`src/rtl/scl_clock_gen_pkg.sv`:
```
// Shared rate math for the SCL clock generator: half-period and counter sizing.
// Latency: n/a (elaboration-time constants and functions only).
// Backpressure: n/a.
package scl_clock_gen_pkg;

  // Common operating points.
  localparam int FREQ_IN_DEFAULT = 20_000_000;
  localparam int FREQ_100K       = 100_000;
  localparam int FREQ_400K       = 400_000;

  // System clocks per half period of the output square wave (truncating).
  function automatic int calc_half(input int freq_in, input int freq_out);
    return freq_in / (2 * freq_out);
  endfunction

  // Counter width needed to count 0..half-1; never narrower than one bit.
  function automatic int cnt_width(input int half);
    return (half <= 1) ? 1 : $clog2(half);
  endfunction

endpackage

```
`src/rtl/scl_clock_gen_if.sv`:
```
// Bundle of the generator's line input and its clock/strobe outputs.
// Latency: n/a (wires only).
// Backpressure: none; strobes are fire-and-forget single-cycle pulses.
// master: the generator (reads sig_in, drives clk_out and all strobes).
// slave:  the consumer (drives sig_in, reads clk_out and all strobes).
interface scl_clock_gen_if;
  logic sig_in;
  logic clk_out;
  logic clk_out_rise;
  logic clk_out_fall;
  logic sig_rise;
  logic sig_fall;

  modport master (
    input  sig_in,
    output clk_out, clk_out_rise, clk_out_fall, sig_rise, sig_fall
  );

  modport slave (
    output sig_in,
    input  clk_out, clk_out_rise, clk_out_fall, sig_rise, sig_fall
  );
endinterface

```
`src/rtl/scl_clock_gen_edge_detect.sv`:
```
// Single-signal edge detector producing one-cycle rise/fall strobes.
// Latency: 0 cycles (strobes combinational from sig vs. its registered copy).
// Backpressure: none.
// Ports: clk, rst (async active-high), sig (input), rise/fall (strobes).
module scl_clock_gen_edge_detect (
  input  logic clk,
  input  logic rst,
  input  logic sig,
  output logic rise,
  output logic fall
);

  logic prev_q;

  always_ff @(posedge clk or posedge rst) begin
    if (rst) begin
      prev_q <= 1'b0;
    end else begin
      prev_q <= sig;
    end
  end

  // Gated by rst so no strobe can leak out while the block is held in reset.
  assign rise = sig  & ~prev_q & ~rst;
  assign fall = ~sig &  prev_q & ~rst;

endmodule

```
`src/rtl/scl_clock_gen.sv`:
```
// SCL timing front end: 50% clock divider plus edge strobes on clk_out and sig_in.
// Latency: clk_out strobes coincide with the new clk_out level; sig_in strobes 0 cycles
//          (2 cycles when SYNC_INPUT_EN is defined). Backpressure: none, free-running.
// Ports: clk, rst (async active-high), bus (master modport: sig_in in; clk_out,
//        clk_out_rise, clk_out_fall, sig_rise, sig_fall out).
// Build option: define SYNC_INPUT_EN to pass sig_in through a two-flop synchronizer.
module scl_clock_gen
  import scl_clock_gen_pkg::*;
#(
  parameter int FREQ_IN  = FREQ_IN_DEFAULT,
  parameter int FREQ_OUT = FREQ_100K
) (
  input  logic                  clk,
  input  logic                  rst,
  scl_clock_gen_if.master       bus
);

  localparam int               HALF    = calc_half(FREQ_IN, FREQ_OUT);
  localparam int               CNT_W   = cnt_width(HALF);
  localparam logic [CNT_W-1:0] HALF_M1 = CNT_W'(HALF - 1);

  if (HALF < 1) begin : g_half_chk
    $error("scl_clock_gen: FREQ_IN/(2*FREQ_OUT) must be at least 1");
  end

  // ---------------- divider ----------------
  logic [CNT_W-1:0] cnt_q, cnt_d;
  logic             clk_out_q, clk_out_d;

  always_comb begin
    cnt_d     = cnt_q + CNT_W'(1);
    clk_out_d = clk_out_q;
    if (cnt_q == HALF_M1) begin
      cnt_d     = '0;
      clk_out_d = ~clk_out_q;
    end
  end

  always_ff @(posedge clk or posedge rst) begin
    if (rst) begin
      cnt_q     <= '0;
      clk_out_q <= 1'b0;
    end else begin
      cnt_q     <= cnt_d;
      clk_out_q <= clk_out_d;
    end
  end

  assign bus.clk_out = clk_out_q;

  // ---------------- sig_in conditioning ----------------
  logic det_in;

`ifdef SYNC_INPUT_EN
  // sig_in may be asynchronous to clk; two flops settle metastability.
  logic [1:0] sync_q;

  always_ff @(posedge clk or posedge rst) begin
    if (rst) begin
      sync_q <= 2'b00;
    end else begin
      sync_q <= {sync_q[0], bus.sig_in};
    end
  end

  assign det_in = sync_q[1];
`else
  // Caller guarantees sig_in is already synchronous to clk.
  assign det_in = bus.sig_in;
`endif

  // ---------------- edge strobes ----------------
  // clk_out is registered, so its strobes are glitch-free and land in the
  // first cycle the new level is visible.
  scl_clock_gen_edge_detect u_clk_edge (
    .clk  (clk),
    .rst  (rst),
    .sig  (clk_out_q),
    .rise (bus.clk_out_rise),
    .fall (bus.clk_out_fall)
  );

  scl_clock_gen_edge_detect u_sig_edge (
    .clk  (clk),
    .rst  (rst),
    .sig  (det_in),
    .rise (bus.sig_rise),
    .fall (bus.sig_fall)
  );

endmodule

```
`src/flat_wrapper.sv`:
```
// flat-port wrapper written by rule: the top's interface ports become plain ports
module scl_clock_gen_flat import scl_clock_gen_pkg::*;
#(
  parameter int FREQ_IN  = FREQ_IN_DEFAULT,
  parameter int FREQ_OUT = FREQ_100K
)
  (clk, rst, bus_sig_in, bus_clk_out, bus_clk_out_rise, bus_clk_out_fall, bus_sig_rise, bus_sig_fall);
  scl_clock_gen_if bus_i ();
  input  logic clk;
  input  logic rst;
  input wire logic [$bits(bus_i.sig_in)-1:0] bus_sig_in;
  output wire logic [$bits(bus_i.clk_out)-1:0] bus_clk_out;
  output wire logic [$bits(bus_i.clk_out_rise)-1:0] bus_clk_out_rise;
  output wire logic [$bits(bus_i.clk_out_fall)-1:0] bus_clk_out_fall;
  output wire logic [$bits(bus_i.sig_rise)-1:0] bus_sig_rise;
  output wire logic [$bits(bus_i.sig_fall)-1:0] bus_sig_fall;
  assign bus_i.sig_in = bus_sig_in;
  assign bus_clk_out = bus_i.clk_out;
  assign bus_clk_out_rise = bus_i.clk_out_rise;
  assign bus_clk_out_fall = bus_i.clk_out_fall;
  assign bus_sig_rise = bus_i.sig_rise;
  assign bus_sig_fall = bus_i.sig_fall;
  scl_clock_gen #(.FREQ_IN(FREQ_IN), .FREQ_OUT(FREQ_OUT)) u_core (.clk(clk), .rst(rst), .bus(bus_i));
endmodule
```
`config.mk`:
```
export PLATFORM = sky130hd
export DESIGN_NAME = scl_clock_gen_flat
export DESIGN_NICKNAME = d
export VERILOG_FILES = /design/src/rtl/scl_clock_gen_pkg.sv /design/src/rtl/scl_clock_gen_if.sv /design/src/rtl/scl_clock_gen_edge_detect.sv /design/src/rtl/scl_clock_gen.sv /design/src/flat_wrapper.sv
export SDC_FILE = /design/constraint.sdc
export NUM_CORES = 1
export LEC_CHECK = 0
export ABC_AREA = 1
export BUFFER_PORTS_ARGS = -buffer_cell sky130_fd_sc_hd__buf_2
export CAP_MARGIN = 0
export CORE_AREA = 4 4 41 43
export CTS_CLUSTER_SIZE = 28
export DETAILED_ROUTE_END_ITERATION = 7
export DIE_AREA = 0 0 45 47
export PLACE_DENSITY = 0.55
export SLEW_MARGIN = 25
export SYNTH_ARGS = -nofsm -noshare
export SYNTH_HDL_FRONTEND = slang
export SYNTH_SLANG_ARGS = --single-unit
```
`constraint.sdc`:
```
create_clock -name clk -period 3 [get_ports clk]
set_input_delay 0.75 -clock clk [delete_from_list [all_inputs] [get_ports clk]]
set_output_delay 0.75 -clock clk [all_outputs]
set_load 0.02 [all_outputs]
```
---- Word-level counts from Yosys, hierarchy flattened ----
Cells that the tools add are included.
cells by class
  add/subtract/negate cells ............... 1
  eq/ne operators ......................... 1
  multiplexer cells ....................... 1
  bitwise gates (word level) .............. 13
operators by type and width
  kind                   number
  $and A1 B1 Y1          8
  $add A7 B1 Y7 const B  1
  $eq A7 B7 Y1 const B   1
  $mux W7                1
  $not A1 Y1             5
storage, ports and cells
  register bits after elaboration ......... 10
  input bits .............................. 3
  output and inout bits ................... 5
  logic and storage cells ................. 20

---- Logic depth before layout (Yosys ltp) ----
  depth after elaboration ................. 3
  mapped depth ............................ 6
  mapped depth without buffers ............ 6

---- By module ----
Synthesis repeated with hierarchy kept, for this count alone.
second synthesis, totals
  cells, all modules ...................... 60
  area total of the unflattened synthesis .. 495.5 um2
modules (own cells, without submodules)
  module                     instances  cells each  area an instance (um2)  seq. area each (um2)
  scl_clock_gen              1          46          390.4                   200.2
  scl_clock_gen_edge_detect  2          7           52.6                    25.0

---- Worst setup path before layout ----
No wires, ideal clock.
  path kind ............................... input to output
  start ................................... in rst
  end ..................................... out bus_clk_out_fall
  data arrival time ....................... 1.365 ns
  required time ........................... 2.250 ns
  setup slack ............................. 0.885 ns
  stages .................................. 3
  buffers on the path ..................... 0
  cells stage by stage .................... inv_1 -> nand2_1 -> nor2_1
on the way
  cells in the longest elaborated chain, start to end .. 2
ends and longest elaborated chain
  item             RTL line                         text
  start, declared  flat_wrapper.sv:10               input logic rst;
  $not A1 Y1       scl_clock_gen_edge_detect.sv:25  assign fall = ~sig & prev_q & ~rst;
  $and A1 B1 Y1    scl_clock_gen_edge_detect.sv:25
  end, declared    flat_wrapper.sv:14               output wire logic [$bits(bus_i.clk_out_fall)-1:0] bus_clk_out_fall;
Every way passes these cells.

---- Worst setup path in the final report ----
  start ................................... in rst
  end ..................................... out bus_clk_out_rise
on the way
  cells in the longest elaborated chain, start to end .. 2
ends and longest elaborated chain
  item           RTL line                         text
  $not A1 Y1     scl_clock_gen_edge_detect.sv:24  assign rise = sig & ~prev_q & ~rst;
  $and A1 B1 Y1  scl_clock_gen_edge_detect.sv:24
  end, declared  flat_wrapper.sv:13               output wire logic [$bits(bus_i.clk_out_rise)-1:0] bus_clk_out_rise;
Every way passes these cells.

==> impl_metrics.csv <==
group,metric,value,unit
flow_run,max_cap_violations,0,
global_route,grt_overflow_total,0,
place,place_congestion,0.7670,
timing,holdWs,450.9,ps
timing,period_share,0.6553,
layout,ff_latch_area,250.2,um^2
layout,fill_cells,154,
routing,vias,375,
yosys,synth.distinct_cells,15,
worst_hold_path,hold_path.class,"reg2reg",
layout,mostFrequentLayoutCells,"nand2_1 (13), dfrtp_1 (10), inv_1 (9), nor2_1 (9), buf_2 (7)",
yosys,synth_area,479.2,um^2
global_route,grt_max_degree,11,
yosys,syn_nets,62,
routing,drtIter0Drc,5,
die,io_pins,8,
yosys,synth_top_family_by_area,"simple AND/OR/NAND/NOR gates",
die,core,0.001301,mm^2
die,die_h,47,um
setup_path,critPathLaunchType,"input pin",
setup_path,critPathKind,"in2out",
power_and_ir_drop,p_total,0.2315,mW
layout,diodes,0,
layout,finish.utilization,0.4327,
clock_tree,cts_tree,"done",
clock_tree,cts_setup_buffers,0,
global_route,grt_pass1_wl,1421,um
timing,finalHoldViolCount,0,
yosys,ys_ff_latch,10,
timing,max-slew-margin-rel,0.8697,
die,die-area,0.002115,mm^2
layout,drive_gt1_frac,0.2319,
routing,viasPerCell,4.464,
routing,drc,0,
yosys,yosysWarningCount,0,
timing,post-route-min-period,1966,ps
timing,fmax,0.5087,GHz
die,num_rows,13,
timing,rsz0062_at_grt,"no",
clock_tree,cts_buffers,3,
timing,fin_skew,5.540,ps
setup_path,startpoint,"rst",
yosys,yosys.area_share.simple,0.3003,
setup_path,cp.arrival,1220,ps
routing,drtAntennaViolNets,0,
power_and_ir_drop,powerDensity,411.1,mW/mm^2
setup_path,cp.required,2250,ps
yosys,syn_inst,58,
clock_tree,cts_resized,0,
timing,slew_violations,0,
yosys,synth_compound_area_frac,0.04961,
place,place_hpwl,639.3,um
clock_tree,clockRootBuffer,"clkbuf_4",
setup_path,crit_end,"bus_clk_out_rise",
power_and_ir_drop,max-vdd-ir-drop,210.3,uV
global_route,grt_usage,0.09832,
clock_tree,clk_latency,260,ps
status,status,"finished clean",
global_route,grt_pass1_vias,350,
global_route,antenna_found_initial,0,
die,die_w,45,um
setup_path,end_kind,"output pin",
clock_tree,cts_max_level,1,
layout,fin_nets,75,
timing,setup_viol,0,
clock_tree,path_clk_slew,60,ps
place,port_buffers,7,
layout,mostFrequentLayoutCell,"nand2_1",
yosys,muxShareOfSynthArea,0,
setup_path,r2r_setup_slack,1800,ps
clock_tree,postCtsHoldBufs,0,
routing,routed_wl,814,um
die,start_util,0.3683,
yosys,avgSynthCellArea,8.262,um^2
layout,syn_to_final_growth,17.49,%
routing,avgRoutedWirePerCell,9.690,um
setup_path,rr_startpoint,"u_core.cnt_q[0]$_DFF_PP0_",
yosys,synth.yosys.seq_area_share,0.5222,
timing,worstMarginPinSlew,194.7,ps
setup_path,crit_fanout,4,
clock_tree,cts.sinks,10,
setup_path,ff2ff_path_depth,6,
yosys,synth_xor_area_frac,0.01828,
power_and_ir_drop,p_leak,0.3133,nW
setup_path,reg2reg_to,"u_core.cnt_q[6]$_DFF_PP0_",
timing,setup-tns-final,0,ps
layout,multi_input_area,188.9,um^2
routing,drtPass1Iterations,2,
clock_tree,clock_path_buffers,2,
yosys,yosys.area_share.adder,0.02611,
Yosys cell counts:
cell type  number  area (um^2)
nor2_1          9        33.78
dfrtp_1        10        250.2
nand2_2         1        6.260
nor2_4          1        11.26
xor2_1          1        8.760
nand3b_1        1        7.510
inv_4           1        6.260
inv_1           9        33.78
a21oi_1         3        15.01
nand2_1        13        48.80
a21o_2          1        8.760
ha_1            1        12.51
nor3_1          2        10.01
nand3_1         4        20.02
nor2_2          1        6.260
stage by stage:
step	instances	cell area, um^2	setup slack (ps)
global placement	81	540.5	1027
detailed placement	81	540.5	1035
CTS	84	563.0	1029
global route	84	563.0	991.3
floorplan	58	479.2	884.6
finish	84	563.0	1034
registers in the layout, indices dropped and copies added (netlist names):
register and flops:
u_core.bus.clk_out 1, u_core.cnt_q 7, u_core.u_clk_edge.prev_q 1, u_core.u_sig_edge.prev_q 1
how the worst min path moves through the flow:
stage / slack [ps] / endpoint / from / cells after the start
CTS: 460 / u_core.u_clk_edge.prev_q$_DFF_PP0_ / u_core.bus.clk_out$_DFFE_PP0N_ / 0
floorplan: 430 / u_core.cnt_q[0]$_DFF_PP0_ / u_core.cnt_q[0]$_DFF_PP0_ / 1
finish: 450 / u_core.u_clk_edge.prev_q$_DFF_PP0_ / u_core.bus.clk_out$_DFFE_PP0N_ / 0
detailed placement: 440 / u_core.u_clk_edge.prev_q$_DFF_PP0_ / u_core.bus.clk_out$_DFFE_PP0N_ / 0
global placement: 440 / u_core.u_clk_edge.prev_q$_DFF_PP0_ / u_core.bus.clk_out$_DFFE_PP0N_ / 0
global route: 480 / u_core.u_clk_edge.prev_q$_DFF_PP0_ / u_core.bus.clk_out$_DFFE_PP0N_ / 0
critical path: stages:
cell and delay, ps:
buf_2 120, nor3_1 160, buf_2 190
cell families (layout without fill, tap and decap cells):
family	after synthesis	after routing
AOI/OAI and AO/OA	4	4
xor gates and xnor gates	1	1
adders and majority gates	1	1
buffers and inverters	10	21
DFF	10	10
and+or+nand+nor	32	32
routing by layer:
layer  track usage  wire length, um  up-vias
li1              -                -      201
met1        0.1224              413      168
met2        0.1412              370        4
met3       0.03448               19        2
met4       0.07018               10        0
met5             0                0        -
final cells by class:
type                       count  area share
sequential                    10      0.4444
tap                           15     0.03333
multi-input combinational     38      0.3356
clock buffer                   3     0.04000
inverter                      10     0.07111
timing repair buffer           8     0.07556
power breakdown:
part	leakage [nW]	switching [mW]	internal [mW]
clock	0.0138	0.0404	0.0461
combinational	0.177	0.00622	0.00315
sequential	0.123	0.000141	0.136
total	0.313	0.0468	0.185
(Power assumes the default switching activity.)
